`config.mk`:
```
export PLATFORM = sky130hd
export DESIGN_NAME = hazard_ctrl
export DESIGN_NICKNAME = d
export VERILOG_FILES = /design/src/rtl/hazard_ctrl.sv
export SDC_FILE = /design/constraint.sdc
export NUM_CORES = 1
export LEC_CHECK = 0
export CORE_AREA = 2 2 84 86
export CTS_CLUSTER_SIZE = 24
export DETAILED_ROUTE_END_ITERATION = 10
export DIE_AREA = 0 0 86 88
export SYNTH_ARGS = -nofsm -noshare
export SYNTH_HDL_FRONTEND = slang
export SYNTH_SLANG_ARGS = --single-unit
```
`constraint.sdc`:
```
create_clock -name i_clk -period 4.3 [get_ports i_clk]
set_clock_uncertainty 0.1 [all_clocks]
set_input_delay 1.29 -clock i_clk [delete_from_list [all_inputs] [get_ports i_clk]]
set_output_delay 1.29 -clock i_clk [all_outputs]
set_load 0.01 [all_outputs]
```
`src/rtl/hazard_ctrl.sv`:
```
// Pipeline hazard controller.
// Handles the hazards that forwarding cannot resolve: load-use stalls,
// taken-branch flushes, and multi-cycle data-memory waits. A watchdog on the
// memory wait raises a sticky error. Saturating counters record stall cycles
// and accepted branch flushes.
module hazard_ctrl #(
  parameter int REG_SELECT  = 5,
  parameter int CNT_WIDTH   = 16,
  parameter int MEM_TIMEOUT = 64
) (
  input  logic                  i_clk,
  input  logic                  i_rst,
  input  logic [REG_SELECT-1:0] i_reg_a_select_D,
  input  logic [REG_SELECT-1:0] i_reg_b_select_D,
  input  logic                  i_uses_b_D,
  input  logic                  i_is_load_E,
  input  logic [REG_SELECT-1:0] i_reg_c_select_E,
  input  logic                  i_branch_taken_E,
  input  logic                  i_mem_req_M,
  input  logic                  i_mem_ready_M,
  output logic                  o_stall_F,
  output logic                  o_stall_D,
  output logic                  o_flush_D,
  output logic                  o_bubble_E,
  output logic                  o_stall_E,
  output logic                  o_bubble_W,
  output logic                  o_mem_err,
  output logic [CNT_WIDTH-1:0]  o_stall_cycles,
  output logic [CNT_WIDTH-1:0]  o_flush_count
);

  localparam int WAIT_W = $clog2(MEM_TIMEOUT + 1);
  localparam logic [WAIT_W-1:0] WAIT_ONE  = WAIT_W'(1);
  // Last wait count before the watchdog fires on the next not-ready edge.
  localparam logic [WAIT_W-1:0] WAIT_LAST = WAIT_W'(MEM_TIMEOUT - 1);

  typedef enum logic [1:0] {
    ST_RUN      = 2'd0,
    ST_MEM_WAIT = 2'd1,
    ST_ERR      = 2'd2
  } state_t;

  state_t                state_q;
  logic [WAIT_W-1:0]     wait_cnt_q;
  logic                  mem_err_q;
  logic [CNT_WIDTH-1:0]  stall_cycles_q, stall_cycles_d;
  logic [CNT_WIDTH-1:0]  flush_count_q,  flush_count_d;

  logic mem_busy;
  logic load_use;
  logic mem_stall;

  // Counter increment that sticks at all-ones instead of wrapping.
  function automatic logic [CNT_WIDTH-1:0] sat_inc(input logic [CNT_WIDTH-1:0] v,
                                                   input logic                 en);
    logic [CNT_WIDTH-1:0] r;
    r = v;
    if (en && (v != {CNT_WIDTH{1'b1}})) r = v + CNT_WIDTH'(1);
    return r;
  endfunction

  assign mem_busy = i_mem_req_M & ~i_mem_ready_M;

  // Register 0 is hard-wired zero, so a load targeting it never creates a hazard.
  assign load_use = i_is_load_E && (i_reg_c_select_E != '0) &&
                    ((i_reg_c_select_E == i_reg_a_select_D) ||
                     (i_uses_b_D && (i_reg_c_select_E == i_reg_b_select_D)));

  // In MEM_WAIT the request line is irrelevant; only ready releases the stall.
  assign mem_stall = (state_q == ST_ERR) ||
                     ((state_q == ST_MEM_WAIT) && !i_mem_ready_M) ||
                     ((state_q == ST_RUN) && mem_busy);

  // Zero-latency pipeline control; memory stall masks branch and load-use so
  // they are re-evaluated once the pipeline moves again.
  always_comb begin
    o_stall_F  = 1'b0;
    o_stall_D  = 1'b0;
    o_flush_D  = 1'b0;
    o_bubble_E = 1'b0;
    o_stall_E  = 1'b0;
    o_bubble_W = 1'b0;
    if (!i_rst) begin
      if (mem_stall) begin
        o_stall_F  = 1'b1;
        o_stall_D  = 1'b1;
        o_stall_E  = 1'b1;
        o_bubble_W = 1'b1;
      end else if (i_branch_taken_E) begin
        // Decode instruction is on the wrong path, so load-use is moot.
        o_flush_D  = 1'b1;
        o_bubble_E = 1'b1;
      end else if (load_use) begin
        o_stall_F  = 1'b1;
        o_stall_D  = 1'b1;
        o_bubble_E = 1'b1;
      end
    end
  end

  // Memory-wait FSM with watchdog; ERR is left only through reset.
  always_ff @(posedge i_clk) begin
    if (i_rst) begin
      state_q    <= ST_RUN;
      wait_cnt_q <= '0;
      mem_err_q  <= 1'b0;
    end else begin
      case (state_q)
        ST_RUN: begin
          if (mem_busy) begin
            state_q    <= ST_MEM_WAIT;
            wait_cnt_q <= WAIT_ONE;
          end
        end
        ST_MEM_WAIT: begin
          if (i_mem_ready_M) begin
            state_q    <= ST_RUN;
            wait_cnt_q <= '0;
          end else if (wait_cnt_q == WAIT_LAST) begin
            state_q   <= ST_ERR;
            mem_err_q <= 1'b1;
          end else begin
            wait_cnt_q <= wait_cnt_q + WAIT_ONE;
          end
        end
        ST_ERR: begin
          state_q <= ST_ERR;
        end
        default: begin
          state_q    <= ST_RUN;
          wait_cnt_q <= '0;
        end
      endcase
    end
  end

  // Next values of the saturating perf counters.
  always_comb begin
    stall_cycles_d = sat_inc(stall_cycles_q, o_stall_F);
    flush_count_d  = sat_inc(flush_count_q,  o_flush_D);
  end

  // Perf counter registers.
  always_ff @(posedge i_clk) begin
    if (i_rst) begin
      stall_cycles_q <= '0;
      flush_count_q  <= '0;
    end else begin
      stall_cycles_q <= stall_cycles_d;
      flush_count_q  <= flush_count_d;
    end
  end

  assign o_mem_err      = mem_err_q;
  assign o_stall_cycles = stall_cycles_q;
  assign o_flush_count  = flush_count_q;

endmodule

```
# == Yosys cells after proc, flatten, opt, wreduce, memory -nomap -nowiden ==
# Index checks and enable logic that the tools add are counted.
# word_totals
elab_cells,57
output_inout_bits,39
n_memories,0
latchBits,0
input_bits,22
register_bits,42
ramBits,0
romBits,0
# op_classes
n_div,0
n_mux,20
mul,0
shift,0
addsub,3
n_eq_ne,10
n_reduce_logical,16
order_cmp,0
bitwise,3
# op_table
op,count
$add 16x1->16 const B,2
$ne 16x16->1 const B,2
$mux 7,3
$pmux 7 s3,1
$mux 1,12
$eq 5x5->1,2
$add 7x1->7 const B,1
$eq 7x6->1 const B,1
$logic_and 1x1->1,7
$mux 2,3
$pmux 2 s3,1
$reduce_and 3->1,2
$reduce_bool 5->1,1
$logic_or 1x1->1,3
$ne 3x2->1 const B,1
$ne 3x3->1 const B,1
$eq 2x1->1 const B,1
$eq 2x2->1 const B,1
$logic_not 2->1,1
$ne 2x2->1 const B,1
$not 1->1,2
$reduce_and 2->1,1
$and 1x1->1,1
$logic_not 1->1,1

# == Depth between registers and ports, before layout ==
# depth
word_depth,9
mapped_depth,9
mapped_depth_nobuf,7

# == Worst setup path after synthesis ==
# No wires, ideal clock.
# synth_timing
kind,in2out
from,in i_reg_c_select_E[1]
to,out o_stall_F
cell_stages,8
setup_slack_ps,272
path_buffers,3
arrival_time_ps,2638
t_required_ps,2910
cell_sequence,or4_1 > o21ai_1 > or3_1 > o21a_1 > buf_6 > buf_6 > inv_1 > buf_4
# synth_between
elab_chain_len,8
elab_cells_between_ends,11
cone_classes,2 x eq/ne; 4 x mux; 5 x reduce/logical
# synth_lines
item,line,text
start: declaration,17,"input logic [REG_SELECT-1:0] i_reg_c_select_E,"
$eq 5x5->1,67,(i_uses_b_D && (i_reg_c_select_E == i_reg_b_select_D)));
$logic_and 1x1->1,67,
$logic_or 1x1->1,66,((i_reg_c_select_E == i_reg_a_select_D) ||
$logic_and 1x1->1 *,65,assign load_use = i_is_load_E && (i_reg_c_select_E != '0) &&
$mux 1 * (4 in series),--,
end: declaration,21,"output logic o_stall_F,"
# Every way passes the cells marked *; elsewhere a longest branch is shown, timed or not.

# == Worst setup path after layout ==
# layout_timing
from,in i_reg_b_select_D[4]
to,out o_stall_F
# layout_between
elab_chain_len,8
# layout_lines
item,line,text
start: declaration,14,"input logic [REG_SELECT-1:0] i_reg_b_select_D,"
$eq 5x5->1,67,
$logic_and 1x1->1,67,
$logic_or 1x1->1,66,
$logic_and 1x1->1,65,
$mux 1,93,end else if (load_use) begin
$mux 1,89,end else if (i_branch_taken_E) begin
$mux 1,84,if (mem_stall) begin
$mux 1,83,if (!i_rst) begin
# Every way passes these cells.

==> impl_metrics.env <==
export IMPL_clk_path_buf_depth=2
export IMPL_tns_ns=0
export IMPL_ys_seq_elements=42
export IMPL_syn_avg_cell_area_um2=8.44
export IMPL_pwr_share_comb=0.122
export IMPL_drive_gt1_frac=0.129
export IMPL_drc=0
export IMPL_cp_data_arrival_time_ns=2.78
export IMPL_track_usage=0.150
export IMPL_start_kind="primary input"
export IMPL_cts_htree_levels=2
export IMPL_syn_inst=267
export IMPL_met3_length_um=271
export IMPL_wl_met2_mm=2.61
export IMPL_synth_area_leaders="dfxtp_1, xor2_1, nor2_1"
export IMPL_synth_edf_count=0
export IMPL_wl_met1_mm=2.65
export IMPL_cts_inserted_buffers=5
export IMPL_hold_viol=0
export IMPL_clkLatencyLatePin_ns=0.29
export IMPL_ys_warnings_count=0
export IMPL_ir_drop_uv=110
export IMPL_cp_max_fo=3
export IMPL_viasPerCell=5.32
export IMPL_dieHeight_um=88
export IMPL_layout_nets=366
export IMPL_pwr_share_seq=0.543
export IMPL_overflow=0
export IMPL_clock_sinks=42
export IMPL_p_leak_nw=1.12
export IMPL_die_x_um=86
export IMPL_fp_row_count=30
export IMPL_slew_viol_final=0
export IMPL_drv_cap=0
export IMPL_gp_congestion=0.846
export IMPL_outcome="finished clean"
export IMPL_max_freq_mhz=240
export IMPL_ys_seq_area_frac=0.373
export IMPL_synth_cell_types=47
export IMPL_rsz0062_at_grt="no"
export IMPL_n_fill_cell=650
export IMPL_setup_violations=0
export IMPL_syn_nets=292
export IMPL_p_sw_frac=0.248
export IMPL_drt_iter0_markers=108
export IMPL_tritoncts="built"
export IMPL_relSlewSlack=0.502
export IMPL_portBuffers=60
export IMPL_min_path_type="register to register"
export IMPL_dpl_cell_area_um2=3000
export IMPL_powerDensity_nw_per_um2=234
export IMPL_core_area_um2=6640
export IMPL_postRouteAntennaNets=0
export IMPL_endpoint_kind="primary output"
export IMPL_grt_first_pass_wirelength_mm=9.11
export IMPL_yosysTopAreaCell="dfxtp_1"
export IMPL_ios=61
export IMPL_cts_root_buf="clkbuf_8"
export IMPL_period_share=0.970
export IMPL_initial_core_util=0.339
export IMPL_syn_area_um2=2250
export IMPL_fin_area_um2=3120
export IMPL_hpwl_mm=3.98
export IMPL_p_switching_uw=181
export IMPL_grt_max_degree=38
export IMPL_vias=2241
export IMPL_grt_pass1_vias=2005
export IMPL_worstPathRequired_ns=2.91
export IMPL_num_antenna_cells=0
export IMPL_drt_pass1_iterations=4
export IMPL_dieArea_um2=7570
export IMPL_wirelength_mm=5.58
export IMPL_antenna_found_initial=0
export IMPL_path_clk_slew_ns=0.07
export IMPL_syn2layout_area_growth_pct=38.7
export IMPL_p_clk_frac=0.335
export IMPL_async_flop_share=0
export IMPL_synth_ff_type="dfxtp_1"
export IMPL_p_int_uw=549
export IMPL_synth_top_area_frac=0.373
export IMPL_path_class="primary input to primary output"
export IMPL_worst_pin_slew_ns=0.746
export IMPL_top_layer="met4"
export IMPL_wl_per_cell_um=13.3
export IMPL_min_period_ns=4.17
## worst paths after layout
kind | end | cells after the start | from | slack (ns)
setup / recovery | o_stall_F | 8 | i_reg_b_select_D[4] | 0.13
hold / removal | o_mem_err$_SDFFE_PP0P_ | 2 | o_mem_err$_SDFFE_PP0P_ | 0.35
setup reg to reg | o_flush_count[14]$_SDFFE_PP0P_ | 6 | o_flush_count[4]$_SDFFE_PP0P_ | 1.95
hold reg to reg | o_mem_err$_SDFFE_PP0P_ | 2 | o_mem_err$_SDFFE_PP0P_ | 0.35
## through the flow
| step | hold WS, ns | utilization | setup slack [ns] | std cells | total power, mW |
|---|---|---|---|---|---|
| final | 0.348 | 0.470 | 0.129 | 421 | 0.731 |
| after detailed placement | 0.344 | 0.451 | -0.398 | 411 | 0.493 |
| after floorplan | 0.358 | - | 0.272 | 267 | 0.445 |
| after global routing | 0.372 | 0.470 | 0.0298 | 421 | 0.763 |
| after CTS | 0.356 | 0.468 | 0.00257 | 421 | 0.739 |
| after global placement | 0.337 | 0.451 | -0.351 | 411 | 0.492 |
## power by group through the flow
stage               Combinational, mW  Clock [mW]  Sequential, mW
CTS                            0.0898       0.253           0.397
detailed placement             0.0875           0           0.406
floorplan                      0.0397           0           0.405
global placement               0.0866           0           0.406
finish                         0.0894       0.245           0.397
global route                   0.0972       0.268           0.397
## layout make-up
cell class                      instances  area, µm²  area share
Sequential cell                        42        841       0.269
Clock inverter                          2       10.0     0.00321
Clock buffer                            5       68.8      0.0220
Tap cell                               80        100      0.0321
Timing Repair Buffer                   80        757       0.242
Multi-Input combinational cell        205       1320       0.423
Inverter                                7       26.3     0.00841
## logic make-up (layout without fill, tap and decap cells)
| family | Yosys count | after routing | synth area share |
|---|---|---|---|
| buffers and inverters | 20 | 94 | 0.0494 |
| flip-flops | 42 | 42 | 0.373 |
| AO/OA/AOI/OAI | 55 | 55 | 0.162 |
| AND/OR/NAND/NOR | 118 | 118 | 0.281 |
| adder cells (fa/ha/maj) | 3 | 3 | 0.0167 |
| multiplexers | 5 | 5 | 0.0244 |
| XOR/XNOR | 24 | 24 | 0.0933 |
## worst max-delay path: stages
cell,delay [ns]
clkdlybuf4s50_1,0.42
xor2_1,0.15
nor4_2,0.18
a32oi_2,0.17
buf_4,0.16
o21a_1,0.20
inv_2,0.10
buf_6,0.11
## cells in the mapped netlist (all sizes together) (3+ instances only)
cell type / number
xor2: 15
nor3b: 5
inv: 7
a21oi: 20
or3: 5
o21ai: 9
nor2b: 3
clkbuf: 4
o311ai: 5
o31ai: 6
o41ai: 3
nand2: 17
mux2: 4
ha: 3
nor3: 8
or4: 8
nor2: 31
and3: 4
nor4: 5
nand3: 12
buf: 9
dfxtp: 42
nand4: 10
xnor2: 9
## cell usage in the layout, fill, tap and decap left out, types with 3 or more instances in the layout
cell             instances
xnor2_1                  9
a21oi_1                 20
o311ai_0                 5
or3_1                    5
and3_1                   4
ha_1                     3
o41ai_1                  3
nor3b_1                  5
xor2_1                  14
clkbuf_8                 5
or4_1                    8
clkdlybuf4s50_1         47
o31ai_1                  6
dfxtp_1                 42
nor4_1                   4
nor2b_1                  3
buf_6                    3
buf_4                   19
nand3_1                 12
o21ai_0                  7
mux2_2                   4
dlygate4sd2_1            5
nor2_1                  31
nand2_1                 17
nand4_1                  9
dlymetal6s2s_1           4
inv_1                    6
nor3_1                   7
## state kept, by name, indices dropped and copies added (netlist names)
signal          flops
state_q             2
wait_cnt_q          7
o_mem_err           1
o_stall_cycles     16
o_flush_count      16
## what timing repair did
action,4_1_cts,5_1_grt
resized for setup,24,7
pin swaps,6,4
cloned,0,0
setup endpoints to repair,5,3
hold buffers,0,0
buffers inserted,3,0
## layer usage
metal,global-route usage,vias up
li1,-,1130
met1,0.198,1051
met2,0.240,56
met3,0.0396,4
met4,0.0433,0
met5,0,-
No activity file was read; power rests on OpenSTA's default activity.
